**src/rtl/game_control.sv**
```systemverilog
// Game sequencer: attract / start / serve-wait / play cycle, coin debounce and serve-delay timing.
// All outputs are registered decodes of the next state, so they follow the causing input by one cycle.
module game_control #(
    parameter int SERVE_FRAMES  = 102,
    parameter int COIN_DEBOUNCE = 16
) (
    input  logic CLK_DRV,
    input  logic RESET,
    input  logic COIN,
    input  logic V_RESET,
    input  logic MISS_N,
    input  logic STOP_G,
    output logic SRST,
    output logic SRST_N,
    output logic ATTRACT,
    output logic ATTRACT_N,
    output logic RUN,
    output logic SERVE_N
);

    localparam int FW = $clog2(SERVE_FRAMES + 1);
    localparam int DW = $clog2(COIN_DEBOUNCE + 1);

    typedef enum logic [1:0] {S_ATTRACT, S_START, S_SERVE_WAIT, S_PLAY} state_t;

    logic          coin_p0, coin_p1;
    logic [DW-1:0] deb_cnt;
    logic          coin_deb, coin_deb_d;
    logic          coin_acc;
    logic          miss_q;
    logic          miss_evt;

    state_t        state, state_n;
    logic [FW-1:0] frame_cnt, frame_n;
    logic          start_vr, start_vr_n;

    logic srst_d, attract_d, run_d, serve_n_d;

    // Stage p0/p1: coin synchroniser, then debounce on the synced level
    always_ff @(posedge CLK_DRV) begin
        if (RESET) begin
            coin_p0    <= 1'b0;
            coin_p1    <= 1'b0;
            deb_cnt    <= '0;
            coin_deb   <= 1'b0;
            coin_deb_d <= 1'b0;
            miss_q     <= 1'b1;
        end else begin
            coin_p0    <= COIN;
            coin_p1    <= coin_p0;
            coin_deb_d <= coin_deb;
            miss_q     <= MISS_N;
            if (coin_p1 == coin_deb) begin
                deb_cnt <= '0;
            end else if (deb_cnt == DW'(COIN_DEBOUNCE - 1)) begin
                deb_cnt  <= '0;
                coin_deb <= coin_p1;
            end else begin
                deb_cnt <= deb_cnt + 1'b1;
            end
        end
    end

    assign coin_acc = coin_deb & ~coin_deb_d;
    assign miss_evt = miss_q & ~MISS_N;

    always_comb begin
        state_n    = state;
        frame_n    = frame_cnt;
        start_vr_n = start_vr;
        if (coin_acc) begin
            // A coin restarts the game from any state; a coincident V_RESET is not counted.
            state_n    = S_START;
            start_vr_n = 1'b0;
        end else begin
            case (state)
                S_START: begin
                    if (V_RESET) begin
                        if (start_vr) begin
                            state_n = S_SERVE_WAIT;
                            frame_n = '0;
                        end else begin
                            start_vr_n = 1'b1;
                        end
                    end
                end
                S_SERVE_WAIT: begin
                    if (STOP_G) begin
                        state_n = S_ATTRACT;
                    end else if (V_RESET) begin
                        if (frame_cnt != FW'(SERVE_FRAMES))
                            frame_n = frame_cnt + 1'b1;
                        if (frame_cnt == FW'(SERVE_FRAMES - 1))
                            state_n = S_PLAY;
                    end
                end
                S_PLAY: begin
                    if (STOP_G) begin
                        state_n = S_ATTRACT;
                    end else if (miss_evt) begin
                        state_n = S_SERVE_WAIT;
                        frame_n = '0;
                    end
                end
                default: ;
            endcase
        end
    end

    always_comb begin
        srst_d    = (state_n == S_START);
        attract_d = (state_n == S_ATTRACT);
        run_d     = (state_n == S_SERVE_WAIT) || (state_n == S_PLAY);
        serve_n_d = (state_n == S_ATTRACT) || (state_n == S_PLAY);
    end

    // Stage p2: state register and registered output decode
    always_ff @(posedge CLK_DRV) begin
        if (RESET) begin
            state     <= S_ATTRACT;
            frame_cnt <= '0;
            start_vr  <= 1'b0;
            SRST      <= 1'b1;
            SRST_N    <= 1'b0;
            ATTRACT   <= 1'b1;
            ATTRACT_N <= 1'b0;
            RUN       <= 1'b0;
            SERVE_N   <= 1'b1;
        end else begin
            state     <= state_n;
            frame_cnt <= frame_n;
            start_vr  <= start_vr_n;
            SRST      <= srst_d;
            SRST_N    <= ~srst_d;
            ATTRACT   <= attract_d;
            ATTRACT_N <= ~attract_d;
            RUN       <= run_d;
            SERVE_N   <= serve_n_d;
        end
    end

endmodule

```
**config.mk**
```make
export PLATFORM = sky130hd
export DESIGN_NAME = game_control
export DESIGN_NICKNAME = d
export VERILOG_FILES = /design/src/rtl/game_control.sv
export SDC_FILE = /design/constraint.sdc
export NUM_CORES = 1
export LEC_CHECK = 0
export BUFFER_PORTS_ARGS = -buffer_cell sky130_fd_sc_hd__buf_2
export CORE_MARGIN = 4
export CORE_UTILIZATION = 50
export CTS_CLUSTER_DIAMETER = 60
export DETAILED_ROUTE_END_ITERATION = 7
export GPL_TIMING_DRIVEN = 0
export PLACE_DENSITY = 0.75
export SLEW_MARGIN = 25
export SYNTH_ARGS = -nofsm -noshare
export SYNTH_HDL_FRONTEND = slang
export SYNTH_SLANG_ARGS = --single-unit
```
**constraint.sdc**
```tcl
create_clock -name CLK_DRV -period 2.12 [get_ports CLK_DRV]
set_clock_uncertainty 0.05 [all_clocks]
set_input_delay 0.212 -clock CLK_DRV [delete_from_list [all_inputs] [get_ports CLK_DRV]]
set_output_delay 0.212 -clock CLK_DRV [all_outputs]
set_load 0.02 [all_outputs]
```
==> out/metrics.sh <==
FP.DIEH_UM=56.1
AVGVIACOUNTPERCELL=5.66
RSZ0062_AT_GRT='true'
SYN_NETS=138
CTS_TREE='yes'
CP_TOP_DELAY_FAMILY='simple AND/OR/NAND/NOR gates'
MAXCAPVIOLCOUNT=0
SYNTH_TOP_AREA_SHARE_PCT=45.0
ASYNC_FLOP_SHARE_PCT=0
NETS=156
CLK_SINK_COUNT=26
CRITICAL-PATH-MAX-STAGE-DELAY_NS=0.56
P_PER_AREA_nW_PER_UM2=632
SYNTH_EDF_COUNT=0
HOLD_PATH.CLASS='in -> reg'
SYN-MEAN-INSTANCE-AREA_SQ_UM=9.32
CRITICAL_PATH_CLASS='reg -> reg'
ANTENNA_CELLS=0
FLOORPLAN.CORE_AREA_SQ_UM=2210
GRT_USE_TOTAL_PCT=14.7
GLOBALROUTE.TOTALOVERFLOW=0
P_LEAK_uW=0.000530
MET3WIRELENGTH_UM=97
FMAX_GHz=0.479
GRT_PASS1_WL_UM=3810
PORT-BUFFER-COUNT=11
VDD_DROP_MAX_uV=403
DR.PASS1.ITERS=4
DR_WL_MET2_UM=1110
DPL.HPWL_UM=1650
WORSTPATHBUFFERINVERTERCOUNT=1
FINALMAXSLEWVIOLATIONS=0
POST_ROUTE_CELLS_DRIVE_ABOVE_1_SHARE_PCT=22.0
CTS.REPORTEDPATHS.CLKPINSLEW_NS=0.14
CTS.ROOT.BUFFER_CELL='sky130_fd_sc_hd__clkbuf_4'
FIRST_GLOBAL_VIAS=885
CRITPATHLAUNCHTYPE='register'
WIRE_PER_INST_UM=13.1
IO_PINS=12
SYNTH_CELL_AREA_SQ_UM=1160
TIMING_WORST_SLEW_PIN_VALUE_NS=0.664
HTREE_LEVELS=1
CRIT_CHAIN='or4b_4 > nor4b_4 > nor4_4 > inv_1 > ha_1 > or2_4'
CP_STARTPOINT='frame_cnt[4]'
YOSYS.AREA.TOP_TYPE='sky130_fd_sc_hd__dfxtp_1'
FP-ROW-COUNT=17
CTS_INSERTED_BUFFERS=3
CRIT_PATH_MAX_FANOUT=4
WORST_PATH_MAX_DELAY_CELL='sky130_fd_sc_hd__or4b_4'
ROUTE.LAYER.MET1.WL_UM=1010
HOLD_PATH.STARTPOINT='MISS_N'
REMAINING_DRC_ERRORS=0
DRTITER0DRC=12
SYNTH-MAIN-FF-CELL='sky130_fd_sc_hd__dfxtp_1'
RESULT_OF_THE_RUN='completed'
GRT_ANTENNA_BEFORE_REPAIR=0
CP_DATA_REQUIRED_TIME_NS=2.29
GRT_MAX_DEGREE=21
ANTENNA_VIOLATING_NETS_REMAINING=0
TNS_NS=0
PLACE.GP.CONGESTION=0.839
CTS_MAX_PATH_BUFFERS=2
WORST_EP_ARRIVAL_TIME_NS=2.26
CLOCK_LATENCY_NS=0.32
FIN_CRIT_NS=2.09
FINALCRITPERIODSHARE_PCT=98.6
YOSYSUNIQUECELLTYPES=31
TOP_LAYER='met4'
YOSYS_WARNINGS=0
DESIGN_AREA_SQ_UM=1360
FILLER_CELL_COUNT=203
AREA_DELTA_SYNTH_FINAL_PCT=17.4
CRITICAL_PATH.REG2REG.STARTPOINT='frame_cnt[4]'
TIMING.SLEW.HEADROOM_PCT=55.6
SYNTH_COMMONEST_CELLS='sky130_fd_sc_hd__dfxtp_1 (26), sky130_fd_sc_hd__a21oi_1 (10), sky130_fd_sc_hd__inv_1 (9), sky130_fd_sc_hd__nor2_1 (9)'
POWER_uW=858
DETAIL_ROUTE.WIRELENGTH_UM=2220
YOSYS-TOP-CELLS-AREA='sky130_fd_sc_hd__dfxtp_1 (45%), sky130_fd_sc_hd__ha_1 (8.7%), sky130_fd_sc_hd__or4_1 (5.2%)'
POST_SYNTH_INST_COUNT=124
SYNTH.MOST_COMMON_CELL='sky130_fd_sc_hd__dfxtp_1'
PART_OF_THE_YOSYS_AREA_USED_FOR_SEQUENTIAL_ELEMENTS_PCT=45.0
PLACE_AREA_SQ_UM=1250
SETUP_VIOLATIONS=0
YS_SEQ_ELEMENTS=26
DIE_AREA_SQ_UM=3150
WORST_HOLD_SLACK_NS=0.0497
TIMING.CRITICAL_PATH.TO_TYPE='register'
FINAL-HOLD-VIOLATION-COUNT=0
FLOORPLAN.INITIALDENSITY_PCT=52.3
CTS-HOLD-FIX-BUFFERS=0
ROUTE.VIAS.TOTAL=956
DIE_X_UM=56.1
FINAL-INSTANCE-COUNT-EXCL-FILL=169
NUMPLACEDINSTANCES=163
-- stage by stage --
| stage | util (%) | worst slack [ns] |
|---|---|---|
| after detailed placement | 56.3 | -0.0535 |
| after CTS | 59.4 | 0.00718 |
| after floorplan | - | 0.136 |
| after global placement | 56.3 | -0.0301 |
| after global routing | 61.4 | -0.0294 |
| final | 61.4 | 0.0307 |
-- final timing paths --
check             to  slack [ns]  cells past startpoint
max          SERVE_N        0.03                      6
min           miss_q        0.05                      2
max reg2reg  SERVE_N        0.03                      6
min reg2reg  coin_p1        0.41                      1
-- state kept, by name (all words and copies together) (netlist names) --
register,count
frame_cnt,7
deb_cnt,5
state,2
ATTRACT,1
ATTRACT_N,1
RUN,1
SERVE_N,1
SRST,1
SRST_N,1
coin_deb,1
coin_deb_d,1
coin_p0,1
coin_p1,1
miss_q,1
start_vr,1
-- layer usage --
layer  track usage, %  vias to the layer above
met5                0                        -
met4             5.76                        0
met3             2.09                        2
met2             25.0                       19
met1             18.6                      458
li1                 -                      477
-- layout make-up --
class	instances	area, sq um	share of cell area, %
Sequential cell	26	531	39.1
Buffer	2	15.0	1.11
Timing Repair Buffer	14	77.6	5.71
Tap cell	28	35.0	2.58
Clock inverter	1	30.0	2.21
Multi-Input combinational cell	86	613	45.2
Clock buffer	3	22.5	1.66
Inverter	9	33.8	2.49
-- power by group --
part / total, uW / leakage, uW / switching, uW / internal [uW]
logic: 28.7 / 0.000288 / 17.9 / 10.7
clock network: 336 / 0.0000279 / 145 / 191
registers: 493 / 0.000214 / 2.01 / 491
total: 858 / 0.000530 / 165 / 693
-- placed cells by master, fill, tap and decap left out, drive strengths merged, types with 2 or more instances in the layout --
cell,n
nor2b,6
dfxtp,26
nor3,4
nand2,4
xnor2,2
o21ai,2
nand4,2
clkbuf,4
or3,2
and3,2
a21oi,10
ha,8
o31ai,6
nand3,3
buf,15
or4,8
inv,9
or2,5
nor2,9
nand2b,2
-- timing repair --
item / in CTS / in global routing
hold endpoints to repair: 0 / 0
endpoints found under the setup margin: 1 / 1
pin swaps: 0 / 4
gates resized for setup: 3 / 8
setup buffers: 0 / 3
cloned: 0 / 0
-- cell families after synthesis --
| family | after synthesis | synth area share [%] |
|---|---|---|
| fa+ha+maj | 8 | 8.66 |
| compound gates | 22 | 11.7 |
| buf+inv | 12 | 4.55 |
| xor+xnor | 3 | 2.27 |
| flops | 26 | 45.0 |
| simple gates | 52 | 26.9 |
| mux | 1 | 0.866 |
Power figures use the tool's default switching activity.
